File: config.mk
export PLATFORM = sky130hd
export DESIGN_NAME = control_transfer_sequencer
export DESIGN_NICKNAME = d
export VERILOG_FILES = /design/src/rtl/control_transfer_sequencer.sv
export SDC_FILE = /design/constraint.sdc
export NUM_CORES = 1
export LEC_CHECK = 0
export ABC_AREA = 1
export CAP_MARGIN = 20
export CELL_PAD_IN_SITES_DETAIL_PLACEMENT = 1
export CELL_PAD_IN_SITES_GLOBAL_PLACEMENT = 1
export CORE_MARGIN = 2
export CORE_UTILIZATION = 32
export CTS_CLUSTER_SIZE = 16
export DETAILED_ROUTE_END_ITERATION = 8
export GPL_TIMING_DRIVEN = 1
export PLACE_DENSITY = 0.94
export REMOVE_ABC_BUFFERS = 1
export SLEW_MARGIN = 20
export SYNTH_ARGS = -nofsm -noshare
export SYNTH_HDL_FRONTEND = slang
export SYNTH_SLANG_ARGS = --single-unit
File: constraint.sdc
create_clock -name clk -period 6.3 [get_ports clk]
set_input_delay 0.63 -clock clk [delete_from_list [all_inputs] [get_ports clk]]
set_output_delay 0.63 -clock clk [all_outputs]
set_load 0.02 [all_outputs]
File: src/rtl/control_transfer_sequencer.sv
// Control-transfer sequencer for the RV64I multicycle core: resolves branches via the shared ALU,
// checks target alignment and drives registered PC-update controls. Build macro: RVC_SUPPORT_EN.
module control_transfer_sequencer #(
  parameter int XLEN        = 64,
  parameter int ACK_TIMEOUT = 15
) (
  input  logic            clk,
  input  logic            rst,
  input  logic            start,
  input  logic            branch_en,
  input  logic            jal_en,
  input  logic            jalr_en,
  input  logic [2:0]      inst_funct3,
  input  logic [XLEN-1:0] target_addr,
  output logic            alu_req,
  input  logic            alu_ack,
  input  logic            alu_result_bit0,
  input  logic            alu_result_eq_zero,
  output logic            busy,
  output logic            done,
  output logic [1:0]      pc_sel,
  output logic            pc_write,
  output logic            misaligned_exc,
  output logic [XLEN-1:0] exc_addr,
  output logic            timeout_err
);

  localparam int CW = $clog2(ACK_TIMEOUT + 1);

  localparam logic [1:0] SEL_PC4  = 2'b00;
  localparam logic [1:0] SEL_IMM  = 2'b01;
  localparam logic [1:0] SEL_JALR = 2'b10;

  typedef enum logic [1:0] {
    S_IDLE,
    S_CMP,
    S_COMMIT,
    S_TRAP
  } state_t;

  state_t          state, state_d;
  logic [2:0]      f3_q, f3_d;
  logic [CW-1:0]   cnt_q, cnt_d;
  logic [1:0]      sel_q, sel_d;
  logic            tmo_q, tmo_d;
  logic            jalr_q, jalr_d;
  logic            f3_ok;
  logic            taken;
  logic [XLEN-1:0] chk_addr;

  function automatic logic misaligned(input logic [1:0] lsb);
`ifdef RVC_SUPPORT_EN
    return lsb[0];
`else
    return lsb != 2'b00;
`endif
  endfunction

  // funct3 010/011 are not branch encodings; they fall through as not taken.
  assign f3_ok    = (inst_funct3[2:1] != 2'b01);
  assign chk_addr = jalr_q ? {target_addr[XLEN-1:1], 1'b0} : target_addr;

  always_comb begin
    taken = 1'b0;
    case (f3_q)
      3'b000:         taken = alu_result_eq_zero;
      3'b001:         taken = !alu_result_eq_zero;
      3'b100, 3'b110: taken = alu_result_bit0;
      3'b101, 3'b111: taken = !alu_result_bit0;
      default:        taken = 1'b0;
    endcase
  end

  always_comb begin
    // NOTE: every comb output gets a default first, so no path can infer a latch.
    state_d = state;
    f3_d    = f3_q;
    cnt_d   = cnt_q;
    sel_d   = sel_q;
    tmo_d   = tmo_q;
    jalr_d  = jalr_q;
    case (state)
      S_IDLE: begin
        if (start) begin
          tmo_d  = 1'b0;
          cnt_d  = '0;
          jalr_d = 1'b0;
          if (branch_en) begin
            f3_d = inst_funct3;
            if (f3_ok) begin
              state_d = S_CMP;
            end else begin
              sel_d   = SEL_PC4;
              state_d = S_COMMIT;
            end
          end else if (jal_en) begin
            sel_d   = SEL_IMM;
            state_d = misaligned(target_addr[1:0]) ? S_TRAP : S_COMMIT;
          end else if (jalr_en) begin
            jalr_d  = 1'b1;
            sel_d   = SEL_JALR;
            state_d = misaligned({target_addr[1], 1'b0}) ? S_TRAP : S_COMMIT;
          end else begin
            sel_d   = SEL_PC4;
            state_d = S_COMMIT;
          end
        end
      end
      S_CMP: begin
        if (alu_ack) begin
          if (!taken) begin
            sel_d   = SEL_PC4;
            state_d = S_COMMIT;
          end else if (misaligned(target_addr[1:0])) begin
            state_d = S_TRAP;
          end else begin
            sel_d   = SEL_IMM;
            state_d = S_COMMIT;
          end
        end else if (cnt_q >= CW'(ACK_TIMEOUT - 1)) begin
          // Final allowed cycle without ack: abort and fall through to PC+4.
          cnt_d   = CW'(ACK_TIMEOUT);
          tmo_d   = 1'b1;
          sel_d   = SEL_PC4;
          state_d = S_COMMIT;
        end else begin
          cnt_d = cnt_q + 1'b1;
        end
      end
      S_COMMIT, S_TRAP: state_d = S_IDLE;
      default:          state_d = S_IDLE;
    endcase
  end

  always_ff @(posedge clk or posedge rst) begin
    if (rst) begin
      state  <= S_IDLE;
      f3_q   <= '0;
      cnt_q  <= '0;
      sel_q  <= SEL_PC4;
      tmo_q  <= 1'b0;
      jalr_q <= 1'b0;
    end else begin
      // NOTE: sequential state uses non-blocking assignments so all flops update together.
      state  <= state_d;
      f3_q   <= f3_d;
      cnt_q  <= cnt_d;
      sel_q  <= sel_d;
      tmo_q  <= tmo_d;
      jalr_q <= jalr_d;
    end
  end

  // Outputs are flopped; pc_sel and exc_addr only load on their own events and hold otherwise.
  always_ff @(posedge clk or posedge rst) begin
    if (rst) begin
      alu_req        <= 1'b0;
      busy           <= 1'b0;
      done           <= 1'b0;
      pc_write       <= 1'b0;
      misaligned_exc <= 1'b0;
      timeout_err    <= 1'b0;
      pc_sel         <= SEL_PC4;
      exc_addr       <= '0;
    end else begin
      alu_req        <= (state_d == S_CMP);
      busy           <= (state_d != S_IDLE);
      done           <= (state == S_COMMIT) || (state == S_TRAP);
      pc_write       <= (state == S_COMMIT);
      misaligned_exc <= (state == S_TRAP);
      timeout_err    <= (state == S_COMMIT) && tmo_q;
      if (state == S_COMMIT) pc_sel <= sel_q;
      if (state == S_TRAP)   exc_addr <= chk_addr;
    end
  end

endmodule

==> impl_metrics.py <==
metrics = {
    "min_path": {
        "min_from": "exc_addr[55]$_DFFE_PP0P_",
        "min_path_cells": 2,
        "hold_end": "exc_addr[55]$_DFFE_PP0P_",
        "hold_class": "reg -> reg",
    },
    "place": {
        "io_buffers": 147,
        "placed_area_sq_um": 5000,
        "post-place-cells": 665,
        "dp_hpwl_mm": 7.43,
        "gp_congestion": 0.854,
    },
    "global_route": {
        "antenna_found_initial": 0,
        "grt_pass1_wl_mm": 16.3,
        "grt_max_degree": 86,
        "track_usage": 0.180,
        "grt_overflow": 0,
        "grt_pass1_vias": 3343,
    },
    "cells_and_area": {
        "layout_common_cells": "nand2_1, clkdlybuf4s50_1, dfrtp_1",
        "num_antenna_cells": 0,
        "final_common_cell": "nand2_1",
        "drive_gt1_frac": 0.0587,
        "fin_cells": 681,
        "num-fill-cells": 1224,
        "final_nets": 618,
        "postLayoutCoreUtil": 0.500,
        "finalInstanceArea_sq_um": 5190,
        "area_growth_pct": 51.8,
    },
    "floorplan": {
        "core_sq_um": 10400,
        "start_util": 0.330,
        "die-area_sq_um": 11500,
        "die_h_um": 107,
        "core.rowCount": 37,
        "io_pins": 148,
        "die_x_um": 107,
    },
    "clock_tree": {
        "tritoncts": "yes",
        "cts_buffers": 9,
        "cts_max_level": 3,
        "clkSlewWorstSetupHoldPaths_ns": 0.09,
        "cts-root-buf": "clkbuf_8",
        "cts_num_sinks": 85,
        "cts_resized": 0,
        "cts_hold_buf": 0,
        "clk_latency_ns": 0.35,
        "clk_path_buf_depth": 2,
        "cts_setup_buffers": 0,
    },
    "sta": {
        "setup_viol": 0,
        "fmax_mhz": 404,
        "setup_tns_ns": 0,
        "final-hold-violation-count": 0,
        "rsz0062_at_grt": "no",
        "drv_slew": 0,
        "worst_slew_margin_rel": 0.421,
        "min_period_ns": 2.47,
        "tightest_slew_ns": 0.868,
        "period_share": 0.393,
        "skew_ns": 0.00653,
    },
    "setup_path": {
        "crit_arrival_ns": 2.71,
        "setup.worst_path.start_class": "flip-flop",
        "critical_path.max_fanout": 66,
        "critical_path_required_ns": 6.54,
        "r2r_start": "state[1]$_DFF_PP0_",
        "regToRegSetupSlack_ns": 3.83,
        "path_class": "reg -> reg",
        "rr_endpoint": "exc_addr[25]$_DFFE_PP0P_",
        "cp-end-kind": "flip-flop",
        "rr_worst_depth": 5,
    },
    "detailed_routing": {
        "vias_per_cell": 4.56,
        "dr_total_vias": 3106,
        "ant_nets": 0,
        "first_pass_iters": 4,
        "dr.first_iter.drc_count": 135,
        "wl_mm": 10.1,
        "wl_per_cell_um": 14.8,
        "drcViolationCount": 0,
    },
    "yosys": {
        "synth_area_per_cell_sq_um": 8.68,
        "synth_top_area_frac": 0.622,
        "ys_ff_latch": 85,
        "yosysWarnings": 0,
        "seq_area_frac_synth": 0.622,
        "synth_cell_type_count": 23,
        "synthCells": 394,
        "synth_top_area_cell": "dfrtp_1",
        "syn-cell-area_sq_um": 3420,
        "yosys-top-cells-area": "dfrtp_1, nand2_1, inv_1, o21ai_0, buf_2",
    },
    "run": {
        "drv_cap": 0,
    },
    "status": {
        "status": "completed",
    },
    "power": {
        "power_leakage_nw": 2.55,
        "power_density_nw_per_um2": 486,
        "peakVddDrop_mv": 0.199,
    },
}
## how the worst max path moves through the flow
stage | from | endpoint | cells past startpoint
2_1_floorplan | rst | alu_req$_DFF_PP0_ | 1
3_3_place_gp | state[1]$_DFF_PP0_ | exc_addr[13]$_DFFE_PP0P_ | 5
3_5_place_dp | state[1]$_DFF_PP0_ | exc_addr[25]$_DFFE_PP0P_ | 5
4_1_cts | state[1]$_DFF_PP0_ | exc_addr[25]$_DFFE_PP0P_ | 5
5_1_grt | state[1]$_DFF_PP0_ | exc_addr[25]$_DFFE_PP0P_ | 5
6_report | state[1]$_DFF_PP0_ | exc_addr[25]$_DFFE_PP0P_ | 5
## worst max-delay path, cell delays in order, from the launching register on
cell,delay [ns]
dfrtp_1,0.46
nand2_2,0.08
buf_4,0.54
clkinv_2,0.87
nand2_1,0.31
nand2_1,0.07
## where the power goes
part	internal (mW)	total (mW)	switching, mW
sequential	0.793	0.942	0.149
clock	0.148	0.358	0.209
combinational	0.555	1.22	0.667
total	1.50	2.52	1.03
## per-stage QoR
stage          power [mW]  hold slack (ns)  setup slack [ns]
2_1_floorplan        1.54            0.442              3.48
3_3_place_gp         2.12            0.458              4.21
3_5_place_dp         2.19            0.466              4.15
4_1_cts              2.56            0.490              4.14
5_1_grt              2.70            0.512              3.56
6_report             2.52            0.487              3.83
## flip-flops by register name (all words and copies together) (netlist names)
signal          flops
pc_write            1
state               2
alu_req             1
tmo_q               1
timeout_err         1
misaligned_exc      1
pc_sel              2
cnt_q               4
exc_addr           64
jalr_q              1
busy                1
f3_q                3
sel_q               2
done                1
## area by class of cell
class,instances,area (sq um),share of cell area
inverter,25,96.3,0.0186
multi-input combinational,270,1120,0.217
clock buffer,9,124,0.0239
tap,136,170,0.0328
timing repair buffer,149,1490,0.287
sequential,85,2130,0.410
clock inverter,7,56.3,0.0109
## layer usage
metal	GRT usage	up-vias	share of wire
met3	0.0333	8	0.047
met1	0.213	1523	0.42
met4	0.0421	0	0.0080
met5	0	-	0
li1	-	1479	-
met2	0.335	96	0.52
## Yosys cell counts
cell type  count
o221ai_1       1
nand3b_1       1
nor2_2         2
nor2_4         1
nand4_1        1
o21bai_1       1
nand2_2        2
nor2_1         8
buf_4          2
nand2_4        1
mux2_4         1
nor3_2         1
inv_2          3
nand3_1        4
a21oi_1        6
dfrtp_1       85
ha_1           2
inv_1         22
o21ai_0       11
buf_2         10
a21oi_2        2
nand2_1      225
clkbuf_1       2
## cell families (layout without fill, tap and decap cells)
| kind of cell | count (synthesis) | count (layout) | synth area share |
|---|---|---|---|
| buffers and inverters | 39 | 190 | 0.0487 |
| AO/OA/AOI/OAI | 21 | 21 | 0.0348 |
| adder cells (fa/ha/maj) | 2 | 2 | 0.00732 |
| flip-flops | 85 | 85 | 0.622 |
| AND/OR/NAND/NOR | 246 | 246 | 0.283 |
| multiplexers | 1 | 1 | 0.00439 |
Power figures use the tool's default switching activity.
